**src/rtl/wave_rom_pkg.sv**
```systemverilog
// Shared definitions for the wave ROM NCO: waveform mode encodings,
// the default quarter-sine table, and the elaboration-time table generator.
// Pure declarations, no logic.
package wave_rom_pkg;

  typedef enum logic [1:0] {
    MODE_SINE   = 2'b00,
    MODE_TRI    = 2'b01,
    MODE_SQUARE = 2'b10,
    MODE_SAW    = 2'b11
  } mode_t;

  localparam int DEF_ADDR_W = 5;
  localparam int DEF_AMP_W  = 6;

  // Quarter-wave sine, 32 entries of 6-bit unsigned amplitude (peak 31).
  localparam int DEF_TABLE [32] = '{
    0, 2, 3, 5, 6, 8, 9, 11, 12, 14, 15, 16, 18, 19, 20, 21,
    22, 24, 25, 25, 26, 27, 28, 28, 29, 30, 30, 30, 31, 31, 31, 31
  };

  // round((2^(amp_w-1)-1) * sin(pi/2 * i / (2^addr_w-1))), Taylor series so
  // it evaluates as a constant function without relying on $sin support.
  function automatic int sin_entry(int addr_w, int amp_w, int i);
    real x;
    real term;
    real sum;
    real amp;
    x    = 3.14159265358979 / 2.0 * real'(i) / real'((1 << addr_w) - 1);
    term = x;
    sum  = x;
    for (int k = 1; k < 10; k++) begin
      term = -term * x * x / real'((2 * k) * (2 * k + 1));
      sum  = sum + term;
    end
    amp = real'((1 << (amp_w - 1)) - 1);
    return $rtoi(amp * sum + 0.5);
  endfunction

endpackage

```
**src/rtl/quarter_sin_rom.sv**
```systemverilog
// Quarter-wave sine ROM with registered, enabled read.
// Latency: 1 cycle from addr to data; data holds while en=0.
// No backpressure; peak is the constant last entry (used for square wave).
module quarter_sin_rom
  import wave_rom_pkg::*;
#(
  parameter int ADDR_W = 5,
  parameter int AMP_W  = 6
) (
  input  logic              clk,
  input  logic              rst,
  input  logic              en,
  input  logic [ADDR_W-1:0] addr,
  output logic [AMP_W-1:0]  data,
  output logic [AMP_W-1:0]  peak
);

  localparam int DEPTH = 1 << ADDR_W;

  logic [AMP_W-1:0] table_mem [DEPTH];

  // Default geometry uses the fixed table; any other geometry is generated.
  for (genvar i = 0; i < DEPTH; i++) begin : g_tbl
    if (ADDR_W == DEF_ADDR_W && AMP_W == DEF_AMP_W) begin : g_def
      assign table_mem[i] = AMP_W'(DEF_TABLE[i]);
    end else begin : g_gen
      localparam int VAL = sin_entry(ADDR_W, AMP_W, i);
      assign table_mem[i] = AMP_W'(VAL);
    end
  end

  assign peak = table_mem[DEPTH-1];

  // Registered read, only advancing when a sample is being taken.
  always_ff @(posedge clk) begin
    if (rst) begin
      data <= '0;
    end else if (en) begin
      data <= table_mem[addr];
    end
  end

endmodule

```
**src/rtl/wave_rom_nco.sv**
```systemverilog
// Numerically controlled oscillator: sine/triangle/square/saw from a quarter-wave ROM.
// Latency: 2 cycles from the en cycle's phase to data_out/valid.
// No backpressure; en gates phase advance, idle cycles emit data_out=0, valid=0.
module wave_rom_nco
  import wave_rom_pkg::*;
#(
  parameter  int ACC_W  = 16,
  parameter  int ADDR_W = 5,
  parameter  int AMP_W  = 6,
  localparam int DATA_W = AMP_W + 1
) (
  input  logic                     clk,
  input  logic                     rst,
  input  logic                     en,
  input  logic                     clr,
  input  logic [ACC_W-1:0]         freq_word,
  input  logic [1:0]               mode,
  output logic signed [DATA_W-1:0] data_out,
  output logic                     valid
);

  localparam int PH_W = ADDR_W + 2;

  if (ACC_W < ADDR_W + 2 || ACC_W < DATA_W) begin : g_bad_params
    $error("wave_rom_nco: ACC_W must be >= ADDR_W+2 and >= AMP_W+1");
  end

  logic [ACC_W-1:0]         acc;
  logic [PH_W-1:0]          phase;
  logic [1:0]               quad;
  logic [ADDR_W-1:0]        idx;
  logic [ADDR_W-1:0]        addr;
  logic                     neg;
  logic signed [DATA_W-1:0] saw;

  // Stage A state (ROM output lives inside the ROM instance).
  logic                     v_a;
  logic                     neg_a;
  mode_t                    mode_a;
  logic [ADDR_W-1:0]        addr_a;
  logic signed [DATA_W-1:0] saw_a;
  logic [AMP_W-1:0]         rom_a;
  logic [AMP_W-1:0]         peak;

  logic [DATA_W-1:0]        mag;
  logic signed [DATA_W-1:0] sample;

  // Quadrant fold: odd quadrants mirror the index (N-1-idx == ~idx),
  // the upper half of the period is negated.
  assign phase = acc[ACC_W-1 -: PH_W];
  assign quad  = phase[PH_W-1 -: 2];
  assign idx   = phase[ADDR_W-1:0];
  assign addr  = quad[0] ? ~idx : idx;
  assign neg   = quad[1];
  assign saw   = $signed(acc[ACC_W-1 -: DATA_W]) >>> 1;

  // Phase accumulator: clear wins over advance, wraps modulo 2^ACC_W.
  always_ff @(posedge clk) begin
    if (rst) begin
      acc <= '0;
    end else if (clr) begin
      acc <= '0;
    end else if (en) begin
      acc <= acc + freq_word;
    end
  end

  quarter_sin_rom #(
    .ADDR_W (ADDR_W),
    .AMP_W  (AMP_W)
  ) u_rom (
    .clk  (clk),
    .rst  (rst),
    .en   (en),
    .addr (addr),
    .data (rom_a),
    .peak (peak)
  );

  // Stage A: mode and fold info travel with the sample so a mode change
  // never corrupts samples already in flight.
  always_ff @(posedge clk) begin
    if (rst) begin
      v_a    <= 1'b0;
      neg_a  <= 1'b0;
      mode_a <= MODE_SINE;
      addr_a <= '0;
      saw_a  <= '0;
    end else begin
      v_a <= en;
      if (en) begin
        neg_a  <= neg;
        mode_a <= mode_t'(mode);
        addr_a <= addr;
        saw_a  <= saw;
      end
    end
  end

  // Waveform select and sign application for stage B.
  always_comb begin
    mag    = '0;
    sample = '0;
    case (mode_a)
      MODE_SINE:   mag = DATA_W'(rom_a);
      MODE_TRI:    mag = DATA_W'(addr_a);
      MODE_SQUARE: mag = DATA_W'(peak);
      default:     mag = '0;
    endcase
    if (mode_a == MODE_SAW) begin
      sample = saw_a;
    end else if (neg_a) begin
      sample = -$signed(mag);
    end else begin
      sample = $signed(mag);
    end
  end

  // Stage B: registered output, forced to zero on idle cycles.
  always_ff @(posedge clk) begin
    if (rst) begin
      data_out <= '0;
      valid    <= 1'b0;
    end else begin
      valid    <= v_a;
      data_out <= v_a ? sample : '0;
    end
  end

endmodule

```
**config.mk**
```make
export PLATFORM = sky130hd
export DESIGN_NAME = wave_rom_nco
export DESIGN_NICKNAME = d
export VERILOG_FILES = /design/src/rtl/wave_rom_pkg.sv /design/src/rtl/quarter_sin_rom.sv /design/src/rtl/wave_rom_nco.sv
export SDC_FILE = /design/constraint.sdc
export NUM_CORES = 1
export LEC_CHECK = 0
export BUFFER_PORTS_ARGS = -buffer_cell sky130_fd_sc_hd__buf_2
export CAP_MARGIN = 20
export CORE_ASPECT_RATIO = 0.7
export CORE_MARGIN = 1.5
export CORE_UTILIZATION = 55
export CTS_BUF_LIST = sky130_fd_sc_hd__clkbuf_2
export CTS_CLUSTER_SIZE = 28
export DETAILED_ROUTE_END_ITERATION = 8
export PLACE_DENSITY = 0.76
export SKIP_LAST_GASP = 1
export SLEW_MARGIN = 20
export SYNTH_ARGS = -nofsm -noshare
export SYNTH_HDL_FRONTEND = slang
export SYNTH_SLANG_ARGS = --single-unit
```
**constraint.sdc**
```tcl
create_clock -name clk -period 2.1 [get_ports clk]
set_clock_uncertainty 0.2 [all_clocks]
set_input_delay 0.105 -clock clk [delete_from_list [all_inputs] [get_ports clk]]
set_output_delay 0.105 -clock clk [all_outputs]
set_load 0.03 [all_outputs]
```
==> metrics.txt, run 1 <==
outcome=complete, but fails checks; failing checks=negative setup slack; Yosys warnings=0; Post-DP HPWL=~5400 um; Final Max Tran Viols=0; Leak=about 1.6 nW; fmax=~470 MHz; Port Buffer Count=29; R2R cell count=7; Max clock buf depth=2; routed length per instance=16.0 um; final setup fails=4; Worst setup EP type=flip-flop; Detail Route Antenna Nets=0; Tot GR Track Use=a little over a quarter; Worst Tran Pin Value=slightly below 0.8 ns; Final period util=102%; GP Congestion=0.873; dominant synthesized flop cell=dfxtp_1; critical path arrival=about 2.4 ns; Max-cap violations=0; leading cell type in the layout, fill and taps excluded=nor2_1; critical path class=reg -> reg; # IOs=30; WL final=around 8100 um; first-pass GRT wire length=12700 um; First-pass DRT Iterations=7; P&R area growth vs syn=31.4%; Highest Signal Layer=met4; Crit Path Max Fanout=4; die area=5830 um^2; synthesized area=between 2000 and 3000 um^2; post-route design area=around 4000 um^2; WP data required=approximately 2.3 ns; met3 WL post-DR=527 um; RSZ-0062 raised after global routing=true; TritonCTS clock tree=built; Worst IR Drop VDD=about 240 uV; Yosys cell types=56; num rows=22; Vias per Instance=~5.8; Rel. slew slack=47.0%; vias in the first global route=2640; Hold Path Class=in -> reg; Post-synth EDFFs=0; Post-Synthesis Cells=about 370; # DRC=0; PwrDens=500 nW/um^2; wl on met1=about 3900 um; drt initial violations=224; nets=roughly 480; total grt overflow=0; Synth Register Bits=43; final hold violation count=0; TritonCTS Buffers=5; ys async rst share=0%; Min Clock Period, post-route=roughly 2.1 ns; clock-pin transition on the worst setup and hold timing paths=between 0.2 and 0.3 ns; startpoint class of the critical path=flip-flop; Die H=64.3 um; Core Util, Final=roughly three quarters; core area=roughly 5200 um^2; Hold Crit Depth=3; largest net degree at the start of global routing=33; placed cell area=around 3400 um^2; worst setup margin=-0.0404 ns; die width=roughly 91 um; syn_area_per_cell=a little over 8 um^2; worst-skew pair later-pin latency=~0.45 ns; sequential fraction of the synthesis area=29.1%; most frequent cells in the layout=47 x nor2_1, 37 x buf_4, 35 x dfxtp_1; Sink Count=43; Starting Density=around 57%; met2 WL=around 3600 um; root buffer cell=clkbuf_2; initial antenna violation count=0; layout cells sized above 1=between 30% and 40%; Syn Nets=409; DR vias=around 3000; CTS H-tree lvls=2; Antenna diodes=0
cell usage after synthesis (2+ instances only):
cell type,number,area [um^2]
and3_1,2,12.5
mux2i_1,19,190
a211oi_1,8,60.1
a31oi_1,6,37.5
o31ai_2,2,25.0
a311oi_1,2,17.5
nand2b_1,11,68.8
inv_1,8,30.0
dfxtp_1,43,861
nand3_1,12,60.1
a21oi_1,29,145
o22a_1,3,26.3
or3_1,2,12.5
ha_1,21,263
o221ai_1,3,26.3
nor3b_1,3,22.5
a21o_1,2,15.0
clkbuf_1,9,33.8
o211ai_1,4,30.0
xor2_1,4,35.0
o22ai_1,3,18.8
buf_2,8,40.0
nor2_1,48,180
or2_2,2,12.5
o21a_1,2,15.0
nand3b_1,7,52.6
nor2b_1,6,37.5
o21ai_0,23,115
buf_6,2,22.5
nand2_1,31,116
o2111ai_1,2,17.5
xnor2_1,11,96.3
clkbuf_8,3,41.3
nor3_1,2,10.0
registers in the layout, indices dropped and copies added, names as in the netlist:
| name | count |
|---|---|
| acc | 16 |
| neg_a | 1 |
| u_rom.data | 5 |
| v_a | 1 |
| saw_a | 5 |
| addr_a | 5 |
| mode_a | 2 |
| valid | 1 |
| data_out | 7 |
cell type report:
cell class | instances | area, um^2
Clock buffer | 6 | 30.0
Clock inverter | 2 | 12.5
Fill cell | 359 | 1320
Inverter | 8 | 30.0
Multi-Input combinational cell | 291 | 2220
Sequential cell | 43 | 876
Tap cell | 72 | 90.1
Timing Repair Buffer | 84 | 627
cells by family after synthesis:
group	share of synthesized area [%]
muxes	6.94
AOI/OAI and AO/OA	23.5
DFF	29.1
xor gates and xnor gates	4.44
buffers and inverters	5.80
adders and majority gates	9.56
and+or+nand+nor	20.7
worst paths after layout:
kind | slack, ns | start | endpoint
setup / recovery | -0.04 | acc[2] | acc[15]
hold reg to reg | 0.30 | acc[15] | acc[15]
setup reg to reg | -0.04 | acc[2] | acc[15]
hold / removal | 0.02 | en | addr_a[0]
stage by stage:
| step | cells | setup WS [ns] | total power [W] | setup TNS [ns] | hold slack [ns] |
|---|---|---|---|---|---|
| final | 506 | -0.0404 | 0.00194 | -0.0536 | 0.0185 |
| after global routing | 506 | -0.132 | 0.00205 | -0.772 | 0.0275 |
| after CTS | 500 | -0.0222 | 0.00185 | -0.0303 | 0.00298 |
| after detailed placement | 476 | -0.148 | 0.00144 | -0.454 | 0.185 |
| after global placement | 476 | -0.0735 | 0.00142 | -0.152 | 0.138 |
| after floorplan | 365 | -0.0233 | 0.00128 | -0.0233 | 0.0522 |
what timing repair did:
| action | CTS | global route |
|---|---|---|
| resized for setup | 24 | 44 |
| hold buffers | 13 | 0 |
| endpoints found under the hold margin | 33 | 0 |
| buffers inserted | 3 | 6 |
| gates cloned | 0 | 0 |
| pin swaps | 10 | 24 |
| endpoints found under the setup margin | 10 | 14 |
critical path: stages (launching register included):
cell      delay (ns)
dfxtp_2         0.39
ha_4            0.31
a21oi_4         0.07
a211oi_4        0.32
o211ai_4        0.15
o21ai_2         0.20
mux2i_1         0.25
mux2i_1         0.20
power by group:
part | internal (W) | leakage [nW] | switching (W)
clock network | 0.0000846 | 0.0290 | 0.000299
logic | 0.000318 | 1.19 | 0.000353
registers | 0.000856 | 0.355 | 0.0000332
metal layers:
metal	up-vias	GRT usage [%]
met5	-	0
met4	0	6.55
met3	11	4.29
met2	104	41.0
met1	1379	40.9
li1	1442	-
(Power assumes the default switching activity.)
==> run 2, diff against run 1 <==
--- a/config.mk
+++ b/config.mk
@@ -9,11 +9,11 @@
 export CAP_MARGIN = 20
 export CORE_ASPECT_RATIO = 0.7
 export CORE_MARGIN = 1.5
-export CORE_UTILIZATION = 55
+export CORE_UTILIZATION = 61
 export CTS_BUF_LIST = sky130_fd_sc_hd__clkbuf_2
 export CTS_CLUSTER_SIZE = 28
 export DETAILED_ROUTE_END_ITERATION = 8
-export PLACE_DENSITY = 0.76
+export PLACE_DENSITY = 0.8
 export SKIP_LAST_GASP = 1
 export SLEW_MARGIN = 20
 export SYNTH_ARGS = -nofsm -noshare
==> constraint.sdc (replaced) <==
create_clock -name clk -period 2.4 [get_ports clk]
set_clock_uncertainty 0.2 [all_clocks]
set_input_delay 0.12 -clock clk [delete_from_list [all_inputs] [get_ports clk]]
set_output_delay 0.12 -clock clk [all_outputs]
set_load 0.03 [all_outputs]
==> metrics.txt, run 2 (synthesis results as in run 1) <==
Vias per Instance=5.95 (+2.5%); drt initial violations=193 (-14%); DR vias=2730 (-7.0%); Post-DP HPWL=4800 um (-11%); Leak=1.39 nW (-12%); GP Congestion=0.935 (+7.0%); Core Util, Final=74.2% (-0.48 points); core area=4500 um^2 (-13%); Port Buffer Count=29 (unchanged); Logic pwr share=26.7% (-7.8 points); P_int=0.00112 W (-11%); largest net degree at the start of global routing=31 (-6.1%); Switching Share=32.4% (-2.9 points); Die H=61.3 um (-4.8%); PwrDens=496 nW/um^2 (-0.91%); total grt overflow=0 (unchanged); Antenna diodes=0 (unchanged); DP Worst Slack=0.0288 ns (+0.177 ns); WL final=6700 um (-17%); Max clock buf depth=2 (unchanged); worst-skew pair later-pin latency=0.43 ns (-0.02 ns); outcome=finished, final reports clean; Tot GR Track Use=26.6% (-0.86 points); routed length per instance=14.6 um (-8.7%); Post-CTS Setup Inserts=0 (-3); Worst setup EP type=flip-flop; worst setup margin=0.0712 ns (+0.112 ns); TritonCTS Buffers=5 (unchanged); Detail Route Antenna Nets=0 (unchanged); Final Max Tran Viols=0 (unchanged); critical path arrival=2.44 ns (+0.09 ns); sequential share of power=46.6% (+0.9 points); non-filler cells, final=459 (-9.3%); GR Util met3=5.63% (+1.3 points); clock-pin transition on the worst setup and hold timing paths=0.25 ns (about the same); Crit Path Max Fanout=3 (-1); most frequent cells in the layout=48 x nor2_1, 43 x dfxtp_1, 31 x nand2_1; Largest register FFs=16 (unchanged); P&R area growth vs syn=13.1%; die area=5280 um^2 (-9.4%); Final period util=97.0% (-4.9 points); final setup fails=0 (-4); layout cells sized above 1=15.8% (-15 points); initial antenna violation count=0 (unchanged); # DRC=0 (unchanged); largest registers=acc x16, data_out x7; First-pass DRT Iterations=5 (-2); Sw Pwr=0.000536 W (-22%); vias in the first global route=2406 (-8.9%); # IOs=30 (unchanged); WP data required=2.51 ns (+0.20 ns); post-placement cell count=439 (-7.8%); startpoint class of the critical path=flip-flop; leading cell type in the layout, fill and taps excluded=nor2_1; Hold Path Class=in -> reg; CTS H-tree lvls=2 (unchanged); met2 Use GR=43.9% (+2.9 points); Biggest register=acc; total power=0.00166 W (-15%); busiest grt layer=met2; Worst Tran Pin Value=0.765 ns (-0.00921 ns); TritonCTS clock tree=built; Setup TNS=0 ns (+0.0536 ns); nets=447 (-6.3%); Worst IR Drop VDD=298 uV (+26%); critical path class=reg -> reg; final hold violation count=0 (unchanged); clock share of power=26.7% (+7.0 points); fmax=429 MHz (-8.1%); root buffer cell=clkbuf_2; Sink Count=43 (unchanged); Starting Density=65.6% (+8.8 points); num rows=20 (-9.1%); grt met1 use=36.6% (-4.3 points); Rel. slew slack=48.8% (+1.8 points); die width=86.2 um (-4.9%); first-pass GRT wire length=10900 um (-14%); Max-cap violations=0 (unchanged); Min Clock Period, post-route=2.33 ns (+0.188 ns)
[run 2: changes by cell type in the layout (fill, tap and decap cells not counted), moves of 4 or more]
cell,change
o21ai_1,-8
ha_4,-8
o21ai_0,+12
buf_4,-24
ha_1,+10
dfxtp_1,+8
o21ai_2,-4
dfxtp_2,-6
[run 2: per-layer routing]
metal  vias up  wire (um)
met5         -          0
li1       1387          -
met3        10        474
met1      1219       3240
met4         0         74
met2       114       2920
[run 2: per-stage QoR]
step           area (um^2)  hold WS [ns]
3_3_place_gp          3130         0.155
4_1_cts               3320       0.00611
2_1_floorplan         2960        0.0672
3_5_place_dp          3130         0.171
5_1_grt               3340       0.00468
6_report              3340        0.0120
[run 2: worst paths after layout]
kind	startpoint	end	slack [ns]	depth (start not counted)
worst max register to register	acc[0]	acc[14]	0.07	8
worst min register to register	u_rom.data[1]	u_rom.data[1]	0.29	2
worst min-delay path	freq_word[12]	acc[12]	0.01	4
worst max-delay path	acc[0]	acc[14]	0.07	8
[run 2: power by group through the flow]
| stage | Sequential [W] | Clock, W | Combinational [W] |
|---|---|---|---|
| global route | 0.000778 | 0.000478 | 0.000492 |
| floorplan | 0.000784 | 0 | 0.000323 |
| CTS | 0.000772 | 0.000443 | 0.000433 |
| finish | 0.000773 | 0.000442 | 0.000443 |
| global placement | 0.000785 | 0 | 0.000405 |
| detailed placement | 0.000786 | 0 | 0.000412 |
[run 2: repair_timing]
action / CTS / global route
endpoints found under the hold margin: 33 / 0
gates resized for setup: 2 / 4
hold buffers: 12 / 0
pin swaps: 1 / 2
setup endpoints to repair: 1 / 2
[run 2: area by class of cell]
cell class                 count  area, um^2
multi-input combinational    291        1950
inverter                       8        30.0
sequential                    43         861
fill                         333        1160
clock buffer                   5        25.0
clock inverter                 3        46.3
tap                           55        68.8
timing repair buffer          54         363
[run 2: worst max-delay path, stage by stage, from the launching register on]
cell      delay, ns
dfxtp_1        0.37
ha_1           0.21
fa_1           0.43
a211oi_2       0.28
o21ai_1        0.18
a31oi_2        0.22
o31ai_1        0.12
nand4b_1       0.10
o211ai_1       0.09
==> run 3, diff against run 2 <==
--- a/config.mk
+++ b/config.mk
@@ -9,11 +9,11 @@
 export CAP_MARGIN = 20
 export CORE_ASPECT_RATIO = 0.7
 export CORE_MARGIN = 1.5
-export CORE_UTILIZATION = 61
+export CORE_UTILIZATION = 66
 export CTS_BUF_LIST = sky130_fd_sc_hd__clkbuf_2
 export CTS_CLUSTER_SIZE = 28
 export DETAILED_ROUTE_END_ITERATION = 8
-export PLACE_DENSITY = 0.8
+export PLACE_DENSITY = 0.86
 export SKIP_LAST_GASP = 1
 export SLEW_MARGIN = 20
 export SYNTH_ARGS = -nofsm -noshare
==> constraint.sdc (replaced) <==
create_clock -name clk -period 3 [get_ports clk]
set_clock_uncertainty 0.2 [all_clocks]
set_input_delay 0.15 -clock clk [delete_from_list [all_inputs] [get_ports clk]]
set_output_delay 0.15 -clock clk [all_outputs]
set_load 0.03 [all_outputs]
==> metrics.txt, run 3 (synthesis results as in run 1) <==
flip-flop and latch area=861 um^2 (unchanged); Leak=1.34 nW (-3.6%); die area=4900 um^2 (-7.3%); Max-cap violations=0 (unchanged); P&R area growth vs syn=8.84%; Hold Buf Count CTS=8 (-4); # IOs=30 (unchanged); Hold Path Class=in -> reg; P_int=0.000879 W (-22%); CTS H-tree lvls=2 (unchanged); Worst IR Drop VDD=307 uV (+2.9%); Worst setup EP type=flip-flop; Sink Count=43 (unchanged); Starting Density=68.3% (+2.7 points); Final period util=94.0% (-3.0 points); # DRC=0 (unchanged); root buffer cell=clkbuf_2; DP Worst Slack=0.610 ns (+0.581 ns); fmax=354 MHz (-17%); final hold violation count=1 (+1); multi-input logic area=1920 um^2 (-1.3%); Switching Share=32.2% (-0.20 points); WL final=6800 um (+1.5%); Final Max Tran Viols=0 (unchanged); Core Util, Final=74.3% (+0.11 points); num rows=20 (unchanged); startpoint class of the critical path=flip-flop; routed length per instance=15.2 um (+4.0%); Port Buffer Count=29 (unchanged); critical path arrival=2.98 ns (+0.54 ns); initial antenna violation count=0 (unchanged); Detail Route Antenna Nets=0 (unchanged); most frequent cells in the layout=48 x nor2_1, 43 x dfxtp_1, 31 x nand2_1; clock share of power=25.7% (-1.0 points); WHS=-0.00121 ns (-0.0132 ns); Post-DP HPWL=4880 um (+1.7%); nets=436 (-2.5%); Logic pwr share=26.0% (-0.7 points); DR vias=2758 (+1.0%); Largest register FFs=16 (unchanged); leading cell type in the layout, fill and taps excluded=nor2_1; Vias per Instance=6.16 (+3.5%); TritonCTS clock tree=built; post-placement cell count=432 (-1.6%); drt initial violations=236 (+22%); outcome=complete, but fails checks; Fillers=335 (+0.60%); Rel. slew slack=48.8% (about the same); Biggest register=acc; Crit Path Max Fanout=5 (+2); Worst Tran Pin Value=0.749 ns (-0.0166 ns); critical path class=reg -> reg; First-pass DRT Iterations=5 (unchanged); largest net degree at the start of global routing=31 (unchanged); RSZ-0062 raised after global routing=false; WP data required=3.16 ns (+0.65 ns); largest registers=acc x16, data_out x7; final setup fails=0 (unchanged); sequential share of power=48.3% (+1.7 points); PwrDens=402 nW/um^2 (-19%); Setup TNS=0 ns (unchanged); worst setup margin=0.179 ns (+0.107 ns); Max clock buf depth=2 (unchanged); failing checks=negative hold slack; clock-pin transition on the worst setup and hold timing paths=0.22 ns (-0.03 ns); Post-CTS Resized=0 (-2); Die H=59 um (-3.7%); vias in the first global route=2391 (-0.62%); die width=83.0 um (-3.7%); Min Clock Period, post-route=2.82 ns (+0.493 ns); first-pass GRT wire length=11300 um (+4.1%); total grt overflow=0 (unchanged); placed cell area=3070 um^2 (-1.7%); TritonCTS Buffers=5 (unchanged); post-route design area=3220 um^2 (-3.7%); GP Congestion=0.917 (-1.9%); layout cells sized above 1=13.2% (-2.6 points); Tot GR Track Use=28.5% (+1.9 points); worst-skew pair later-pin latency=0.41 ns (-0.02 ns); Post-CTS Setup Inserts=0 (unchanged); Sw Pwr=0.000416 W (-22%); core area=4330 um^2 (-3.9%); Antenna diodes=0 (unchanged); non-filler cells, final=448 (-2.4%)
## run 3: per-stage QoR
| stage | hold WS, ns | total power [W] |
|---|---|---|
| detailed placement | 0.200 | 0.000955 |
| CTS | 0.00154 | 0.00129 |
| global placement | 0.186 | 0.000943 |
| global route | 0.0299 | 0.00136 |
| finish | -0.00121 | 0.00130 |
| floorplan | 0.0972 | 0.000886 |
## run 3: final timing paths
| path | slack, ns | start | cells past startpoint | end |
|---|---|---|---|---|
| setup reg to reg | 0.18 | acc[2] | 8 | acc[15] |
| hold / removal | -0.001 | freq_word[1] | 4 | acc[1] |
| setup / recovery | 0.18 | acc[2] | 8 | acc[15] |
| hold reg to reg | 0.30 | u_rom.data[1] | 2 | u_rom.data[1] |
## run 3: area by class of cell
type                            instances  share of cell area (%)
Timing Repair Buffer                   43                    8.40
Clock inverter                          3                    1.21
Sequential cell                        43                    26.7
Inverter                                8                   0.933
Tap cell                               55                    2.14
Multi-Input combinational cell        291                    59.8
Clock buffer                            5                   0.778
## run 3: power groups by stage
stage	sequential, W	clock, W	combinational, W
floorplan	0.000627	0	0.000258
global placement	0.000634	0	0.000308
detailed placement	0.000636	0	0.000319
CTS	0.000625	0.000334	0.000330
global route	0.000630	0.000355	0.000372
finish	0.000626	0.000332	0.000337
## run 3: routing by layer
layer,part of all wire [%],wire (um),GRT usage (%),vias up
li1,-,-,-,1367
met1,49,3330,42.3,1264
met2,43,2900,43.4,122
met3,7.8,531,5.85,5
met4,0.62,42,5.48,0
met5,0,0,0,-
## run 3: worst max-delay path: stages, from the launching register on
cell,delay [ns]
dfxtp_1,0.36
ha_1,0.39
nand3_2,0.15
a211oi_2,0.33
o211ai_2,0.19
o21ai_1,0.21
mux2i_1,0.24
mux2i_1,0.19
dlygate4sd3_1,0.56
